[src/rtl/detector_share_arbiter.sv]
// Time-shares one serial pattern detector among NREQ requesters; returns its hit count.
// DETECTOR_ARB_FIXED_PRIO_EN selects fixed lowest-index priority instead of round robin.
module detector_share_arbiter #(
    parameter int NREQ = 2,
    parameter int DW   = 8,
    parameter int CW   = 4
) (
    input  logic                 clk,
    input  logic                 reset_n,
    input  logic [NREQ-1:0]      req,
    input  logic [NREQ*DW-1:0]   req_data,
    output logic [NREQ-1:0]      gnt,
    output logic [NREQ-1:0]      done,
    output logic [CW-1:0]        hit_count,
    output logic                 busy,
    output logic                 fsm_reset,
    output logic                 fsm_in,
    output logic                 fsm_flux,
    input  logic                 fsm_out
);

    localparam int PW = (NREQ > 1) ? $clog2(NREQ) : 1;
    localparam int BW = (DW > 1) ? $clog2(DW) : 1;
    localparam int SW = PW + 1;

    typedef enum logic [1:0] {
        IDLE,
        GRANT,
        SHIFT,
        DONE
    } state_t;

    state_t            state_q, state_d;
    logic [NREQ-1:0]   gnt_q, gnt_d;
    logic [NREQ-1:0]   done_q, done_d;
    logic [CW-1:0]     hit_q, hit_d;
    logic              busy_q, busy_d;
    logic              frst_q, frst_d;
    logic              fin_q, fin_d;
    logic              flux_q, flux_d;
    logic [DW-1:0]     word_q, word_d;
    logic [BW-1:0]     bit_q, bit_d;
    logic [PW-1:0]     win_q, win_d;
    logic [PW-1:0]     pick;
    logic              found;

`ifdef DETECTOR_ARB_FIXED_PRIO_EN
    always_comb begin
        pick  = '0;
        found = 1'b0;
        for (int i = 0; i < NREQ; i++) begin
            if (!found && req[i]) begin
                pick  = PW'(i);
                found = 1'b1;
            end
        end
    end
`else
    logic [PW-1:0] ptr_q, ptr_d;
    logic [SW-1:0] cand;

    // Search starts at the pointer and wraps modulo NREQ.
    always_comb begin
        pick  = '0;
        found = 1'b0;
        cand  = '0;
        for (int i = 0; i < NREQ; i++) begin
            cand = {1'b0, ptr_q} + SW'(i);
            if (cand >= SW'(NREQ)) begin
                cand = cand - SW'(NREQ);
            end
            if (!found && req[cand[PW-1:0]]) begin
                pick  = cand[PW-1:0];
                found = 1'b1;
            end
        end
    end

    always_comb begin
        ptr_d = ptr_q;
        if (state_q == DONE) begin
            ptr_d = (win_q == PW'(NREQ - 1)) ? '0 : win_q + PW'(1);
        end
    end

    always_ff @(posedge clk or negedge reset_n) begin
        if (!reset_n) begin
            ptr_q <= '0;
        end else begin
            ptr_q <= ptr_d;
        end
    end
`endif

    always_comb begin
        state_d = state_q;
        gnt_d   = gnt_q;
        done_d  = '0;
        hit_d   = hit_q;
        busy_d  = busy_q;
        frst_d  = frst_q;
        fin_d   = fin_q;
        flux_d  = flux_q;
        word_d  = word_q;
        bit_d   = bit_q;
        win_d   = win_q;
        unique case (state_q)
            IDLE: begin
                frst_d = 1'b1;
                if (found) begin
                    state_d = GRANT;
                    gnt_d   = NREQ'(1) << pick;
                    win_d   = pick;
                    word_d  = req_data[int'(pick)*DW +: DW];
                    bit_d   = '0;
                    hit_d   = '0;
                    busy_d  = 1'b1;
                end
            end
            GRANT: begin
                state_d = SHIFT;
                frst_d  = 1'b0;
                fin_d   = word_q[DW-1];
                word_d  = word_q << 1;
                flux_d  = ~flux_q;
                bit_d   = '0;
            end
            SHIFT: begin
                if (fsm_out) begin
                    hit_d = hit_q + CW'(1);
                end
                if (bit_q == BW'(DW - 1)) begin
                    state_d = DONE;
                    frst_d  = 1'b1;
                    fin_d   = 1'b0;
                    done_d  = NREQ'(1) << win_q;
                end else begin
                    bit_d  = bit_q + BW'(1);
                    fin_d  = word_q[DW-1];
                    word_d = word_q << 1;
                    flux_d = ~flux_q;
                end
            end
            DONE: begin
                state_d = IDLE;
                gnt_d   = '0;
                busy_d  = 1'b0;
            end
            default: begin
                state_d = IDLE;
            end
        endcase
    end

    always_ff @(posedge clk or negedge reset_n) begin
        if (!reset_n) begin
            state_q <= IDLE;
            gnt_q   <= '0;
            done_q  <= '0;
            hit_q   <= '0;
            busy_q  <= 1'b0;
            frst_q  <= 1'b1;
            fin_q   <= 1'b0;
            flux_q  <= 1'b0;
            word_q  <= '0;
            bit_q   <= '0;
            win_q   <= '0;
        end else begin
            state_q <= state_d;
            gnt_q   <= gnt_d;
            done_q  <= done_d;
            hit_q   <= hit_d;
            busy_q  <= busy_d;
            frst_q  <= frst_d;
            fin_q   <= fin_d;
            flux_q  <= flux_d;
            word_q  <= word_d;
            bit_q   <= bit_d;
            win_q   <= win_d;
        end
    end

    assign gnt       = gnt_q;
    assign done      = done_q;
    assign hit_count = hit_q;
    assign busy      = busy_q;
    assign fsm_reset = frst_q;
    assign fsm_in    = fin_q;
    assign fsm_flux  = flux_q;

endmodule
[config.mk]
export PLATFORM = sky130hd
export DESIGN_NAME = detector_share_arbiter
export DESIGN_NICKNAME = d
export VERILOG_FILES = /design/src/rtl/detector_share_arbiter.sv
export SDC_FILE = /design/constraint.sdc
export NUM_CORES = 1
export LEC_CHECK = 0
export ABC_CLOCK_PERIOD_IN_PS = 2400
export CORE_MARGIN = 2
export CORE_UTILIZATION = 45
export CTS_BUF_LIST = sky130_fd_sc_hd__clkbuf_4
export CTS_CLUSTER_SIZE = 12
export DETAILED_ROUTE_END_ITERATION = 10
export PLACE_DENSITY = 0.8
export SLEW_MARGIN = 10
export SYNTH_ARGS = -nofsm -noshare
export SYNTH_HDL_FRONTEND = slang
export SYNTH_SLANG_ARGS = --single-unit
export TNS_END_PERCENT = 1
[constraint.sdc]
create_clock -name clk -period 2.4 [get_ports clk]
set_clock_uncertainty 0.2 [all_clocks]
set_input_delay 0.6 -clock clk [delete_from_list [all_inputs] [get_ports clk]]
set_output_delay 0.6 -clock clk [all_outputs]
set_load 0.05 [all_outputs]
==> metrics <==
synthesized area per cell=9.56 um^2; Hold Slack=0.296 ns; PwrDens=1330 nW/um^2; total number of vias=1313; CTS root buf=clkbuf_4; WP buf/inv=1; I/O Buffers=32; sequential area share after synthesis=0.435; Die Area=3950 um^2; post-DP HPWL=2540 um; CTS tree=built; clk sinks=27; crit-path max cell delay=0.82 ns; Startpoint Class=flop; critical setup path kind=flop to output pin; Die W=62.8 um; critical-path cell list=clkdlybuf4s50_1; critical path's top delay family=buffers and inverters; Wirelength per Cell=13.8 um; actual slew at the worst max-slew pin=0.513 ns; Initial Utilization=0.467; PostCTS Resize Cnt=0; GR Overflow Total=0; worst hold path class=flop to flop; Post-Syn Area=1560 um^2; Period minus WS final=2.36 ns; final hold vios=0; # setup viols final=0; Clk pin slew, worst setup/hold paths=0.15 ns; Vias/cell=5.34; Post-CTS Setup Repair Bufs=0; Required @ worst endpoint=1.60 ns; layout cells sized above 1=0.170; Pleak=0.000917 uW; Slew HR=0.657; crit end category=output pin; EDFF count, synth=0; FF-to-FF setup slack=0.37 ns; Hold Buf Count CTS=0; setup ws final=0.0450 ns; initial antenna violation count=0; nets=231; Core Region=3340 um^2; top post-synthesis cells by area=dfrtp_1 42%, ha_1 7.2%, nand2_1 5.3%, a21oi_1 4.2%, a31o_2 3.9%; CP max FO=2; router iterations before antenna repair=4; synth unique cells=42; fillcell total=298; Syn Inst Count=163; Synth Flop Type=dfrtp_1; crit path DAT=1.56 ns; FMAX=425 MHz; max_cap viols=0; post-synth top area share=0.418; CTS Buffer Depth=2; Iteration-0 DRC Markers=62; RSZ-0062 raised after global routing=no; post-synthesis async set-or-reset flop share=1.00; synth-to-layout area growth=28.4%; Crit-path slowest cell=clkdlybuf4s50_1; Syn. warnings=0; Register Area=677 um^2; Setup TNS=0 ns; io pins=33; Worst Min Path Start=word_q[3]; Final Slew Violations=0; worst skew pair latency=0.34 ns; pin count of the biggest net entering global routing=28; global-route wire length before repair=5800 um; Placer Congestion=0.756; vias in the first global route=1314; CTS Buf Count=3; CTS H-tree depth=1; final worst path period share=0.981; Seq cells post-synth=27; Peak VDD IR=0.000715 V; Inserted Diodes=0; area of the multi-input gates=800 um^2; Final ANT Viol Nets=0; Detailed Route WL=3400 um; # DRC=0; RR Startpoint=state_q[0]; nets in the synthesized netlist=193; GRT Util Overall=0.182; std cell rows=21; CP startpoint=fsm_flux; Yosys top cell by area=dfrtp_1; dpl ws=0.0766 ns; die height=62.8 um; outcome=finished clean
-- where the power goes --
group	internal, uW	switching, uW	total, uW
logic	736	919	1650
registers	654	138	792
clock network	62.9	144	207
total	1450	1200	2650
-- state kept, by name, indices dropped and copies added (netlist names) --
| signal | flops |
|---|---|
| fsm_flux | 1 |
| busy | 1 |
| fsm_reset | 1 |
| word_q | 8 |
| bit_q | 3 |
| win_q | 1 |
| state_q | 2 |
| ptr_q | 1 |
| done | 2 |
| gnt | 2 |
| fsm_in | 1 |
| hit_count | 4 |
-- synthesized netlist by cell type (2+ instances only) --
cell / n
o21ai_0: 5
nor2_1: 7
dfrtp_1: 26
nor2b_1: 8
nand2b_1: 5
buf_6: 2
clkbuf_1: 4
ha_1: 9
nand2_1: 22
mux2i_1: 2
o31ai_1: 8
inv_1: 8
mux2_2: 2
nand4_1: 2
a21oi_1: 13
a31o_2: 7
nand3_1: 3
and3_1: 2
o21ai_2: 3
buf_2: 2
a31oi_1: 2
-- per-layer routing --
layer,vias up,track usage,share of wire
li1,651,-,-
met1,620,0.229,0.44
met2,37,0.312,0.51
met3,5,0.0288,0.035
met4,0,0.0722,0.016
met5,-,0,0
-- path summary, 6_finish.rpt --
kind	cells after the start	end
min in group asynchronous	2	hit_count[2]
max	1	fsm_flux
max reg2reg	5	hit_count[3]
min reg2reg	2	word_q[3]
max in group asynchronous	2	fsm_reset
min	2	word_q[3]
-- cell families (layout without fill, tap and decap cells) --
kind of cell / Yosys count / count (layout) / share of synthesized area
fa+ha+maj: 9 / 9 / 0.0723
flops: 27 / 27 / 0.435
xor+xnor: 1 / 1 / 0.00562
compound gates: 47 / 47 / 0.214
buf+inv: 17 / 54 / 0.0522
simple gates: 58 / 58 / 0.194
mux: 4 / 4 / 0.0273
-- metrics by stage --
| stage | power (uW) | instance area (um^2) | std cells | util |
|---|---|---|---|---|
| finish | 2650 | 2000 | 246 | 0.599 |
| global route | 2880 | 2000 | 246 | 0.599 |
| CTS | 2670 | 1990 | 246 | 0.597 |
| detailed placement | 2460 | 1960 | 242 | 0.589 |
| global placement | 2390 | 1960 | 242 | 0.589 |
| floorplan | 2050 | 1560 | 163 | - |
-- cell usage in the layout, fill, tap and decap left out, types with 3 or more instances in the layout --
cell / synthesis / routed
o21ai_2: 3 / 3
o21ai_0: 5 / 5
inv_1: 8 / 8
buf_4: 0 / 12
nor2b_1: 8 / 8
nor2_1: 7 / 7
dlymetal6s2s_1: 0 / 3
clkdlybuf4s50_1: 0 / 26
o31ai_1: 8 / 8
nand2b_1: 5 / 5
clkbuf_4: 0 / 3
a21oi_1: 13 / 13
ha_1: 9 / 9
nand2_1: 22 / 22
nand3_1: 3 / 3
dfrtp_1: 26 / 26
a31o_2: 7 / 7
-- worst min-delay path, delay by kind of cell (launching register included) --
kind             cells  cell delay (ns)
flip-flops           1             0.37
AND/OR/NAND/NOR      1             0.05
AO/OA/AOI/OAI        1             0.05
-- cell type report --
cell class | instances | area share
Multi-Input combinational cell | 119 | 0.400
Tap cell | 46 | 0.0288
Timing Repair Buffer | 42 | 0.204
Clock inverter | 1 | 0.00250
Sequential cell | 27 | 0.339
Inverter | 8 | 0.0150
Clock buffer | 3 | 0.0113
No activity file was read; power rests on OpenSTA's default activity.
